$ cat src/rtl/ps2_mouse_init_ctrl_pkg.sv
// rtl/ps2_mouse_init_ctrl_pkg.sv - PS/2 mouse command/response codes, FSM states and error codes
package ps2_mouse_init_ctrl_pkg;

  localparam logic [7:0] CMD_RESET    = 8'hFF;
  localparam logic [7:0] CMD_SET_RATE = 8'hF3;
  localparam logic [7:0] CMD_ENABLE   = 8'hF4;
  localparam logic [7:0] RSP_ACK      = 8'hFA;
  localparam logic [7:0] RSP_RESEND   = 8'hFE;
  localparam logic [7:0] RSP_BAT_OK   = 8'hAA;
  localparam logic [7:0] RSP_BAT_FAIL = 8'hFC;
  localparam logic [7:0] MOUSE_ID     = 8'h00;

  typedef enum logic [3:0] {
    ST_IDLE,
    ST_SEND,
    ST_WAIT_TX,
    ST_WAIT_ACK,
    ST_WAIT_BAT,
    ST_WAIT_ID,
    ST_NEXT,
    ST_STREAM,
    ST_ERROR
  } state_t;

  localparam logic [2:0] ERR_NONE        = 3'd0;
  localparam logic [2:0] ERR_ACK_TIMEOUT = 3'd1;
  localparam logic [2:0] ERR_BAT_FAIL    = 3'd2;
  localparam logic [2:0] ERR_BAD_ID      = 3'd3;
  localparam logic [2:0] ERR_TX          = 3'd4;
  localparam logic [2:0] ERR_RESEND      = 3'd5;

  localparam int         TMR_W     = 26;
  localparam logic [1:0] LAST_STEP = 2'd3;

endpackage

$ cat src/rtl/ps2_timeout_timer.sv
// rtl/ps2_timeout_timer.sv - response timeout counter with two selectable limits
module ps2_timeout_timer
  import ps2_mouse_init_ctrl_pkg::*;
#(
  parameter int ACK_LIMIT = 1_000_000,
  parameter int BAT_LIMIT = 40_000_000
) (
  input  logic clk,
  input  logic rst,
  input  logic clear,
  input  logic enable,
  input  logic limit_sel,
  output logic expired
);

  logic [TMR_W-1:0] count;
  logic [TMR_W-1:0] limit_m1;

  assign limit_m1 = limit_sel ? TMR_W'(BAT_LIMIT - 1) : TMR_W'(ACK_LIMIT - 1);

  always_ff @(posedge clk) begin
    if (rst || clear) begin
      count <= '0;
    end else if (enable) begin
      count <= count + 1'b1;
    end
  end

  // Free-running wrap keeps the match to a single cycle; the owner leaves the wait state on it.
  assign expired = enable && (count == limit_m1);

endmodule

$ cat src/rtl/ps2_mouse_init_ctrl.sv
// rtl/ps2_mouse_init_ctrl.sv - PS/2 mouse power-up sequencer into streaming mode
module ps2_mouse_init_ctrl
  import ps2_mouse_init_ctrl_pkg::*;
#(
  parameter logic [7:0] SAMPLE_RATE = 8'd100,
  parameter int         ACK_TIMEOUT = 1_000_000,
  parameter int         BAT_TIMEOUT = 40_000_000,
  parameter int         MAX_RETRY   = 3
) (
  input  logic       iCLK_50,
  input  logic       iRST,
  input  logic       iSTART,
  output logic [7:0] oTX_DATA,
  output logic       oTX_VALID,
  input  logic       iTX_READY,
  input  logic       iTX_DONE,
  input  logic       iTX_ERR,
  input  logic [7:0] iRX_DATA,
  input  logic       iRX_VALID,
  output logic       oBUSY,
  output logic       oSTREAM_EN,
  output logic       oERROR,
  output logic [2:0] oERR_CODE,
  output logic [1:0] oRETRY_CNT
);

  localparam logic [1:0] RETRY_MAX  = 2'(MAX_RETRY);
  localparam logic [2:0] RESEND_MAX = 3'(MAX_RETRY);

  state_t     state_q, state_d;
  logic [1:0] step_q, step_d;
  logic [1:0] retry_q, retry_d;
  logic [2:0] resend_q, resend_d;
  logic [2:0] resend_inc;
  logic [2:0] err_code_q, err_code_d;
  logic       error_q, error_d;
  logic       stream_q, stream_d;
  logic       busy_q, busy_d;
  logic       tx_valid_q, tx_valid_d;
  logic [7:0] tx_data_q, tx_data_d;
  logic       fail;
  logic [2:0] fail_code;
  logic       tmr_expired;

  function automatic logic [7:0] step_byte(input logic [1:0] s);
    case (s)
      2'd0:    step_byte = CMD_RESET;
      2'd1:    step_byte = CMD_SET_RATE;
      2'd2:    step_byte = SAMPLE_RATE;
      default: step_byte = CMD_ENABLE;
    endcase
  endfunction

  ps2_timeout_timer #(
    .ACK_LIMIT (ACK_TIMEOUT),
    .BAT_LIMIT (BAT_TIMEOUT)
  ) u_timer (
    .clk       (iCLK_50),
    .rst       (iRST),
    .clear     (state_d != state_q),
    .enable    (state_q == ST_WAIT_ACK || state_q == ST_WAIT_BAT || state_q == ST_WAIT_ID),
    .limit_sel (state_q == ST_WAIT_BAT),
    .expired   (tmr_expired)
  );

  always_ff @(posedge iCLK_50) begin
    if (iRST) begin
      state_q    <= ST_IDLE;
      step_q     <= '0;
      retry_q    <= '0;
      resend_q   <= '0;
      err_code_q <= ERR_NONE;
      error_q    <= 1'b0;
      stream_q   <= 1'b0;
      busy_q     <= 1'b0;
      tx_valid_q <= 1'b0;
      tx_data_q  <= '0;
    end else begin
      state_q    <= state_d;
      step_q     <= step_d;
      retry_q    <= retry_d;
      resend_q   <= resend_d;
      err_code_q <= err_code_d;
      error_q    <= error_d;
      stream_q   <= stream_d;
      busy_q     <= busy_d;
      tx_valid_q <= tx_valid_d;
      tx_data_q  <= tx_data_d;
    end
  end

  assign resend_inc = resend_q + 3'd1;

  always_comb begin
    state_d    = state_q;
    step_d     = step_q;
    retry_d    = retry_q;
    resend_d   = resend_q;
    err_code_d = err_code_q;
    error_d    = error_q;
    stream_d   = stream_q;
    busy_d     = busy_q;
    fail       = 1'b0;
    fail_code  = ERR_NONE;

    case (state_q)
      ST_IDLE, ST_STREAM, ST_ERROR: begin
        if (iSTART) begin
          state_d    = ST_SEND;
          step_d     = '0;
          retry_d    = '0;
          resend_d   = '0;
          err_code_d = ERR_NONE;
          error_d    = 1'b0;
          stream_d   = 1'b0;
          busy_d     = 1'b1;
        end
      end
      ST_SEND: begin
        if (tx_valid_q && iTX_READY) state_d = ST_WAIT_TX;
      end
      ST_WAIT_TX: begin
        if (iTX_ERR) begin
          fail      = 1'b1;
          fail_code = ERR_TX;
        end else if (iTX_DONE) begin
          state_d = ST_WAIT_ACK;
        end
      end
      ST_WAIT_ACK: begin
        // A byte arriving on the expiry cycle still counts as an answer.
        if (iRX_VALID) begin
          if (iRX_DATA == RSP_ACK) begin
            state_d = (step_q == 2'd0) ? ST_WAIT_BAT : ST_NEXT;
          end else if (iRX_DATA == RSP_RESEND) begin
            if (resend_inc <= RESEND_MAX) begin
              resend_d = resend_inc;
              state_d  = ST_SEND;
            end else begin
              fail      = 1'b1;
              fail_code = ERR_RESEND;
            end
          end else begin
            fail      = 1'b1;
            fail_code = ERR_ACK_TIMEOUT;
          end
        end else if (tmr_expired) begin
          fail      = 1'b1;
          fail_code = ERR_ACK_TIMEOUT;
        end
      end
      ST_WAIT_BAT: begin
        if (iRX_VALID) begin
          if (iRX_DATA == RSP_BAT_OK) begin
            state_d = ST_WAIT_ID;
          end else begin
            fail      = 1'b1;
            fail_code = ERR_BAT_FAIL;
          end
        end else if (tmr_expired) begin
          fail      = 1'b1;
          fail_code = ERR_BAT_FAIL;
        end
      end
      ST_WAIT_ID: begin
        if (iRX_VALID) begin
          if (iRX_DATA == MOUSE_ID) begin
            state_d = ST_NEXT;
          end else begin
            fail      = 1'b1;
            fail_code = ERR_BAD_ID;
          end
        end else if (tmr_expired) begin
          fail      = 1'b1;
          fail_code = ERR_ACK_TIMEOUT;
        end
      end
      ST_NEXT: begin
        resend_d = '0;
        if (step_q == LAST_STEP) begin
          state_d  = ST_STREAM;
          stream_d = 1'b1;
          busy_d   = 1'b0;
        end else begin
          step_d  = step_q + 2'd1;
          state_d = ST_SEND;
        end
      end
      default: state_d = ST_IDLE;
    endcase

    if (fail) begin
      err_code_d = fail_code;
      if (retry_q < RETRY_MAX) begin
        retry_d  = retry_q + 2'd1;
        step_d   = '0;
        resend_d = '0;
        state_d  = ST_SEND;
      end else begin
        state_d = ST_ERROR;
        error_d = 1'b1;
        busy_d  = 1'b0;
      end
    end

    tx_valid_d = (state_d == ST_SEND);
    tx_data_d  = (state_d == ST_SEND) ? step_byte(step_d) : tx_data_q;
  end

  // Valid is masked by reset combinationally so a pending byte is withdrawn at once.
  assign oTX_VALID  = tx_valid_q & ~iRST;
  assign oTX_DATA   = tx_data_q;
  assign oBUSY      = busy_q;
  assign oSTREAM_EN = stream_q;
  assign oERROR     = error_q;
  assign oERR_CODE  = err_code_q;
  assign oRETRY_CNT = retry_q;

endmodule

$ cat config.mk
export PLATFORM = sky130hd
export DESIGN_NAME = ps2_mouse_init_ctrl
export DESIGN_NICKNAME = d
export VERILOG_FILES = /design/src/rtl/ps2_mouse_init_ctrl_pkg.sv /design/src/rtl/ps2_timeout_timer.sv /design/src/rtl/ps2_mouse_init_ctrl.sv
export SDC_FILE = /design/constraint.sdc
export NUM_CORES = 1
export LEC_CHECK = 0
export CAP_MARGIN = 10
export CORE_AREA = 4 4 93 69
export CTS_CLUSTER_DIAMETER = 60
export DETAILED_ROUTE_END_ITERATION = 12
export DIE_AREA = 0 0 97 73
export GPL_TIMING_DRIVEN = 0
export PLACE_DENSITY = 0.85
export SLEW_MARGIN = 20
export SYNTH_ARGS = -nofsm -noshare
export SYNTH_HDL_FRONTEND = slang
export SYNTH_SLANG_ARGS = --single-unit
$ cat constraint.sdc
create_clock -name iCLK_50 -period 3.1 [get_ports iCLK_50]
set_input_delay 0.465 -clock iCLK_50 [delete_from_list [all_inputs] [get_ports iCLK_50]]
set_output_delay 0.465 -clock iCLK_50 [all_outputs]
set_load 0.05 [all_outputs]
==> flow_metrics.env, run 1 <==
export IMPL_holdWs_ns=0.465
export IMPL_grt_ovfl_total=0
export IMPL_whs_path_depth=2
export IMPL_grt_max_degree=16
export IMPL_worstRegToRegCells=10
export IMPL_synthArstFlopShare_pct=0
export IMPL_num_rows=23
export IMPL_crit_slowest_cell="a2111o_1"
export IMPL_rrSetupSlack_ns=0.24
export IMPL_final_cells=445
export IMPL_cts_made_buffers=5
export IMPL_synth_area_um2=3050
export IMPL_r2r_end="u_timer.count[7]$_SDFFE_PP0N_"
export IMPL_clk_path_buf_depth=2
export IMPL_tritoncts="done"
export IMPL_cts_sinks=49
export IMPL_r2r_start="state_q[0]$_SDFF_PP0_"
export IMPL_synth_seq_cells=49
export IMPL_rsz0062_at_grt="false"
export IMPL_root_buffer="clkbuf_8"
export IMPL_hp_start="oTX_DATA[2]$_SDFFE_PP0P_"
export IMPL_power_density_nw_per_um2=393
export IMPL_clk_latency_ns=0.30
export IMPL_layout_drive_gt1_share_pct=20.5
export IMPL_io_pins=32
export IMPL_grt_usage_pct=21.6
export IMPL_nets=388
export IMPL_place_area_um2=3450
export IMPL_grt_pass1_vias=2565
export IMPL_slew_viol_final=0
export IMPL_p_leak_nw=1.27
export IMPL_crit_chain="clkdlybuf4s50_1, nor4_4, nand3_1, a2111o_1, a21o_2, xnor2_4, buf_4, nor4_2"
export IMPL_place_congestion=0.955
export IMPL_core_area_um2=5550
export IMPL_yosys_warnings=0
export IMPL_synth_cell_types=65
export IMPL_final_cell_mix="49 x dfxtp_1, 29 x clkdlybuf4s50_1, 22 x nor2_1"
export IMPL_placed_cells=427
export IMPL_ant_nets=0
export IMPL_min_to="oTX_DATA[2]$_SDFFE_PP0P_"
export IMPL_antenna_cells=0
export IMPL_worst_ep_required_time_ns=3.31
export IMPL_drv_cap=0
export IMPL_grt_pass1_wl_um=12700
export IMPL_vias=2710
export IMPL_clkTransAtPathRegs_ns=0.10
export IMPL_avgRoutedWirePerCell_um=17.3
export IMPL_max_stage_delay_ns=0.56
export IMPL_fill_cells=432
export IMPL_end_kind="flip-flop"
export IMPL_relSlewSlack_pct=61.6
export IMPL_htreeDepth=2
export IMPL_finalSetupTns_ns=0
export IMPL_max_freq_mhz=338
export IMPL_finalCriticalPeriod_ns=2.96
export IMPL_hold_viol=0
export IMPL_skew_ns=0.00944
export IMPL_cp_data_arrival_time_ns=3.17
export IMPL_setup_ws_ns=0.138
export IMPL_die_area_um2=7080
export IMPL_setup_viol=0
export IMPL_crit_type="in -> reg"
export IMPL_synth_edf_count=0
export IMPL_via_per_inst=6.09
export IMPL_vdd_drop_max_uv=335
export IMPL_drc_errors=0
export IMPL_wl_um=7720
export IMPL_worst_pin_slew_ns=0.575
export IMPL_synth_seq_area_share_pct=32.1
export IMPL_final_common_cell="dfxtp_1"
export IMPL_worst_setup_path_start_kind="input pin"
export IMPL_design_area_um2=3640
export IMPL_io_buffers=30
export IMPL_antenna_found_initial=0
export IMPL_hpwl_um=5560
export IMPL_synth_net_count=341
export IMPL_post_route_period_util_pct=95.6
export IMPL_dp_slack_ns=-0.254
export IMPL_min_path_type="reg -> reg"
export IMPL_syn_avg_cell_area_um2=9.49
export IMPL_drtIter0Drc=263
export IMPL_ys_flop_type="dfxtp_1"
export IMPL_die_w_um=97
export IMPL_crit_path_max_fanout=10
export IMPL_die_h_um=73
export IMPL_start_util_pct=55.0
export IMPL_syn_inst=322
export IMPL_dr_pass1_iters=4
export IMPL_status="finished clean"
export IMPL_area_delta_synth_final_pct=19.3
worst max-delay path: cells and delay by family:
| family | cells | cell delay, ns |
|---|---|---|
| and+or+nand+nor | 3 | 0.94 |
| AOI/OAI and AO/OA | 2 | 0.83 |
| buffers and inverters | 2 | 0.75 |
| xor gates and xnor gates | 1 | 0.17 |
logic make-up after synthesis:
logic type	Yosys count	share of synthesized area (%)
fa+ha+maj	4	1.64
buf+inv	30	5.65
simple gates	158	37.6
flops	49	32.1
mux	3	1.07
compound gates	51	13.6
xor+xnor	27	8.36
flip-flops by register name, summed over array words and instances (netlist names):
signal	flops
state_q	4
oTX_DATA	5
step_q	2
oSTREAM_EN	1
resend_q	3
oERR_CODE	3
tx_valid_q	1
u_timer.count	26
oBUSY	1
oERROR	1
oRETRY_CNT	2
timing repair:
action | CTS | global route
hold buffers | 0 | 0
setup buffers | 0 | 10
setup endpoints to repair | 19 | 30
pin swaps | 1 | 6
resized for setup | 0 | 5
per-stage QoR:
| step | total power [mW] | utilization (%) |
|---|---|---|
| after floorplan | 0.914 | - |
| after global placement | 1.01 | 62.1 |
| after detailed placement | 1.02 | 62.1 |
| after CTS | 1.41 | 63.8 |
| after global routing | 1.48 | 65.6 |
| final | 1.43 | 65.6 |
layout make-up:
type,instances,area (µm²),share of cell area [%]
Multi-Input combinational cell,243,1920,52.7
Buffer,18,130,3.57
Tap cell,75,93.8,2.57
Sequential cell,49,981,26.9
Timing Repair Buffer,40,378,10.4
Inverter,12,45.0,1.24
Clock inverter,2,13.8,0.378
Clock buffer,6,82.6,2.27
where the power goes:
part	switching, mW	internal (mW)
Sequential	0.0101	0.645
Clock	0.226	0.182
Combinational	0.239	0.132
cells in the mapped netlist, types with 4 or more instances:
cell type / instances / area share, %
nand3_1: 19 / 3.1
nor2b_1: 5 / 1.0
nand2b_1: 4 / 0.82
a31oi_1: 4 / 0.82
xnor2_1: 13 / 3.7
dfxtp_1: 49 / 32
a21oi_1: 12 / 2.0
o21ai_0: 6 / 0.98
nor4_4: 5 / 3.5
nor4_2: 17 / 7.0
nand2_1: 19 / 2.3
a211oi_1: 6 / 1.5
buf_4: 7 / 1.7
buf_6: 4 / 1.5
xor2_1: 13 / 3.7
nor4_1: 6 / 1.2
nor4b_1: 5 / 1.4
nand3b_1: 4 / 0.98
ha_1: 4 / 1.6
and3_1: 9 / 1.8
nor2_1: 22 / 2.7
nand4_1: 9 / 1.8
inv_1: 12 / 1.5
nor3_1: 10 / 1.6
per-layer routing:
layer | part of all wire [%] | GRT usage (%) | vias to the layer above
li1 | - | - | 1302
met1 | 47 | 30.4 | 1293
met2 | 44 | 33.1 | 107
met3 | 7.9 | 6.49 | 8
met4 | 0.76 | 4.05 | 0
met5 | 0 | 0 | -
worst max-delay path by stage:
| stage | from | endpoint | slack (ns) |
|---|---|---|---|
| floorplan | resend_q[0]$_SDFF_PP0_ | u_timer.count[10]$_SDFFE_PP0N_ | 0.55 |
| global placement | iRX_VALID | u_timer.count[13]$_SDFFE_PP0N_ | -0.22 |
| detailed placement | iRX_VALID | u_timer.count[8]$_SDFFE_PP0N_ | -0.25 |
| CTS | resend_q[0]$_SDFF_PP0_ | u_timer.count[8]$_SDFFE_PP0N_ | 0.06 |
| global route | iRX_DATA[0] | u_timer.count[8]$_SDFFE_PP0N_ | 0.007 |
| finish | iRX_DATA[0] | u_timer.count[7]$_SDFFE_PP0N_ | 0.14 |
Note: power is estimated with default switching activity, not from simulation.
==> run 2: changes to the inputs <==
--- a/config.mk
+++ b/config.mk
@@ -12,6 +12,7 @@
 export DIE_AREA = 0 0 97 73
 export GPL_TIMING_DRIVEN = 0
 export PLACE_DENSITY = 0.85
+export SKIP_LAST_GASP = 1
 export SLEW_MARGIN = 20
 export SYNTH_ARGS = -nofsm -noshare
 export SYNTH_HDL_FRONTEND = slang
==> results of run 2 <==
Final layout, timing and power as in run 1 (identical DEF).
==> run 3: changes to the inputs <==
--- a/config.mk
+++ b/config.mk
@@ -6,14 +6,16 @@
 export NUM_CORES = 1
 export LEC_CHECK = 0
 export CAP_MARGIN = 10
-export CORE_AREA = 4 4 93 69
+export CORE_AREA = 4 4 92 68
 export CTS_CLUSTER_DIAMETER = 60
 export DETAILED_ROUTE_END_ITERATION = 12
-export DIE_AREA = 0 0 97 73
+export DIE_AREA = 0 0 96 72
 export GPL_TIMING_DRIVEN = 0
-export PLACE_DENSITY = 0.85
+export PLACE_DENSITY = 0.84
+export SETUP_SLACK_MARGIN = 0.4
 export SKIP_LAST_GASP = 1
 export SLEW_MARGIN = 20
 export SYNTH_ARGS = -nofsm -noshare
 export SYNTH_HDL_FRONTEND = slang
+export SYNTH_HIERARCHICAL = 1
 export SYNTH_SLANG_ARGS = --single-unit
==> run 3 against run 2 <==
The run now ends with setup timing left. First-iteration DRC count rose by 55%. Sequential power rose by 0.8%. Count of clock-buffer cells in the layout fell by 1. Core utilization rose by 10 points. Clock skew fell by 0.0011 ns. Sequential share of layout area fell by 3.1 points. Clock power rose by 19%. Global-route usage rose by 4.7 points. Synthesized area fell by 4.8%. Setup slack got worse by 0.94 ns. Critical path depth rose by 8. Wire length rose by 30%. Critical path type is now reg -> reg. Highest routed layer unchanged.
==> flow_metrics.env, run 3 <==
export IMPL_synth_xor_area_share_pct=3.61
export IMPL_p_sw_uw=484
export IMPL_synth_net_count=371
export IMPL_htreeDepth=2
export IMPL_final_core_util_pct=75.9
export IMPL_synth_compound_area_share_pct=20.4
export IMPL_die_h_um=72
export IMPL_synthMuxAreaShare_pct=0.731
export IMPL_drc_errors=0
export IMPL_grt_usage_pct=26.3
export IMPL_p_clk_share_pct=31.3
export IMPL_clk_path_buf_depth=2
export IMPL_start_util_pct=52.9
export IMPL_wl_met1_um=4200
export IMPL_post_route_period_util_pct=126
export IMPL_via_per_inst=6.66
export IMPL_fill_cells=335
export IMPL_synth_cell_types=66
export IMPL_area_delta_synth_final_pct=43.4
export IMPL_die_area_um2=6910
export IMPL_drtIter0Drc=408
export IMPL_place_congestion=0.960
export IMPL_design_area_um2=4170
export IMPL_path_buf_inv=4
export IMPL_p_sw_share_pct=31.1
export IMPL_crit_chain="or4b_4, inv_4, or4b_4, nor3_4, a41oi_2, nor4_4, or2_4, buf_4, a32oi_2, o211ai_1, xnor2_1, nand4_1, or2_4, buf_8, clkbuf_16, nor2_1"
export IMPL_cp_data_arrival_time_ns=4.14
export IMPL_final_cell_mix="44 x dfxtp_1, 31 x clkdlybuf4s50_1, 24 x nand2_1"
export IMPL_hold_viol=0
export IMPL_routed_top_layer="met4"
export IMPL_yosys_warnings=6
export IMPL_vias=3291
export IMPL_hpwl_um=5810
export IMPL_final_common_cell="dfxtp_1"
export IMPL_synth_seq_area_share_pct=33.7
export IMPL_max_stage_delay_ns=0.56
export IMPL_crit_path_max_fanout=7
export IMPL_drv_cap=0
export IMPL_cp_top_family="simple AND/OR/NAND/NOR gates"
export IMPL_layout_drive_gt1_share_pct=32.7
export IMPL_crit_type="reg -> reg"
export IMPL_ant_nets=0
export IMPL_setup_viol=43
export IMPL_worst_pin_slew_ns=0.790
export IMPL_io_buffers=31
export IMPL_min_path_type="reg -> reg"
export IMPL_synth_seq_cells=49
export IMPL_crit_slowest_cell="or4b_4"
export IMPL_place_area_um2=3370
export IMPL_root_buffer="clkbuf_8"
export IMPL_relSlewSlack_pct=46.6
export IMPL_syn_avg_cell_area_um2=8.26
export IMPL_grt_pass1_vias=2983
export IMPL_yosysTopAreaCellShare_pct=33.7
export IMPL_yosys_area_top_type="dfxtp_1"
export IMPL_power_internal_mw=1.07
export IMPL_worst_ep_required_time_ns=3.34
export IMPL_dp_slack_ns=-0.903
export IMPL_end_kind="flip-flop"
export IMPL_worst_setup_path_start_kind="flip-flop"
export IMPL_largest_register="u_timer/count"
export IMPL_dr_wl_met3_um=947
export IMPL_power_mw=1.56
export IMPL_grt_pass1_wl_um=14400
export IMPL_ys_flop_type="dfxtp_1"
export IMPL_syn_inst=352
export IMPL_holdWs_ns=0.482
export IMPL_vdd_drop_max_uv=317
export IMPL_cts_made_buffers=5
export IMPL_die_w_um=96
export IMPL_io_pins=32
export IMPL_slew_viol_final=0
export IMPL_final_cells=494
export IMPL_synthSimpleGateAreaFrac_pct=34.1
export IMPL_power_frac_seq_pct=42.4
export IMPL_nets=437
export IMPL_setup_ws_ns=-0.806
export IMPL_avgRoutedWirePerCell_um=20.3
export IMPL_rsz0062_at_grt="true"
export IMPL_cts_hold_buf=0
export IMPL_grt_max_degree=18
export IMPL_synth_area_leaders="dfxtp_1 34%, a21oi_1 5.3%, nand2_1 3.5%"
export IMPL_clk_latency_ns=0.32
export IMPL_synthArstFlopShare_pct=0
export IMPL_synth_top_family_by_area="simple AND/OR/NAND/NOR gates"
export IMPL_finalCriticalPeriod_ns=3.91
export IMPL_synthTopCellsByCount="49 x dfxtp_1, 31 x a21oi_1, 27 x nand2_1, 26 x nor2_1, 19 x o21ai_0"
export IMPL_clkTransAtPathRegs_ns=0.10
export IMPL_num_rows=23
export IMPL_largest_reg_flops=26
export IMPL_dr_pass1_iters=6
export IMPL_synth_adder_area_share_pct=1.72
export IMPL_failed_checks="setup timing"
export IMPL_wl_um=10000
export IMPL_core_area_um2=5500
export IMPL_power_density_nw_per_um2=373
export IMPL_dr_wl_met2_um=4530
export IMPL_comb_power_share_pct=26.3
export IMPL_cts_sinks=49
export IMPL_synth_area_um2=2910
export IMPL_max_freq_mhz=256
export IMPL_status="complete, but fails checks"
export IMPL_antenna_cells=0
export IMPL_placed_cells=458
export IMPL_p_leak_nw=1.40
export IMPL_grt_ovfl_total=0
export IMPL_finalSetupTns_ns=-21.41
export IMPL_antenna_found_initial=0
export IMPL_synth_most_common_cell="dfxtp_1"
export IMPL_synth_edf_count=0
export IMPL_tritoncts="done"
export IMPL_skew_ns=0.00832
-- run 3: cells by family (layout without fill, tap and decap cells) --
family	count (synthesis)	after routing
DFF	49	49
adders and majority gates	4	4
and+or+nand+nor	164	164
AOI/OAI and AO/OA	91	91
buffers and inverters	30	97
xor gates and xnor gates	12	12
muxes	2	2
-- run 3: tightest hold or removal path: cells and delay by family, from the launching register on --
kind	cells	cell delay (ns)
compound gates	1	0.05
simple gates	1	0.07
flops	1	0.33
-- run 3: power by group through the flow --
stage          clock network [mW]  registers (mW)  logic [mW]
2_1_floorplan                   0           0.711       0.153
3_3_place_gp                    0           0.673       0.285
3_5_place_dp                    0           0.674       0.288
4_1_cts                     0.483           0.659       0.338
5_1_grt                     0.514           0.662       0.427
6_report                    0.487           0.660       0.410
-- run 3: final timing paths --
check                                      startpoint                       endpoint  slack (ns)  cells after the start
worst max-delay path            state_q[3]$_SDFF_PP0_  u_timer/count[8]$_SDFFE_PP0P_       -0.81                     16
worst min-delay path                oERROR$_SDFF_PP0_              oERROR$_SDFF_PP0_        0.48                      2
worst max register to register  state_q[3]$_SDFF_PP0_  u_timer/count[8]$_SDFFE_PP0P_       -0.81                     16
worst min register to register      oERROR$_SDFF_PP0_              oERROR$_SDFF_PP0_        0.48                      2
-- run 3: per-layer routing --
metal	vias up	global-route usage, %
li1	1454	-
met1	1551	36.4
met2	239	40.6
met3	47	6.94
met4	0	7.10
met5	-	0
-- run 3: final cells by class --
type	count	area (µm²)	share of cell area [%]
multi-input combinational	273	2120	50.9
sequential	49	995	23.9
timing repair buffer	59	613	14.7
buffer	18	180	4.32
tap	75	93.8	2.25
clock buffer	5	68.8	1.65
clock inverter	3	47.5	1.14
inverter	12	47.5	1.14
-- run 3: repair_timing --
action                     in CTS  in global routing
setup endpoints to repair      48                 48
buffers inserted               16                 10
resized for setup              46                 80
pin swaps                      17                 31
gates cloned                    1                  1
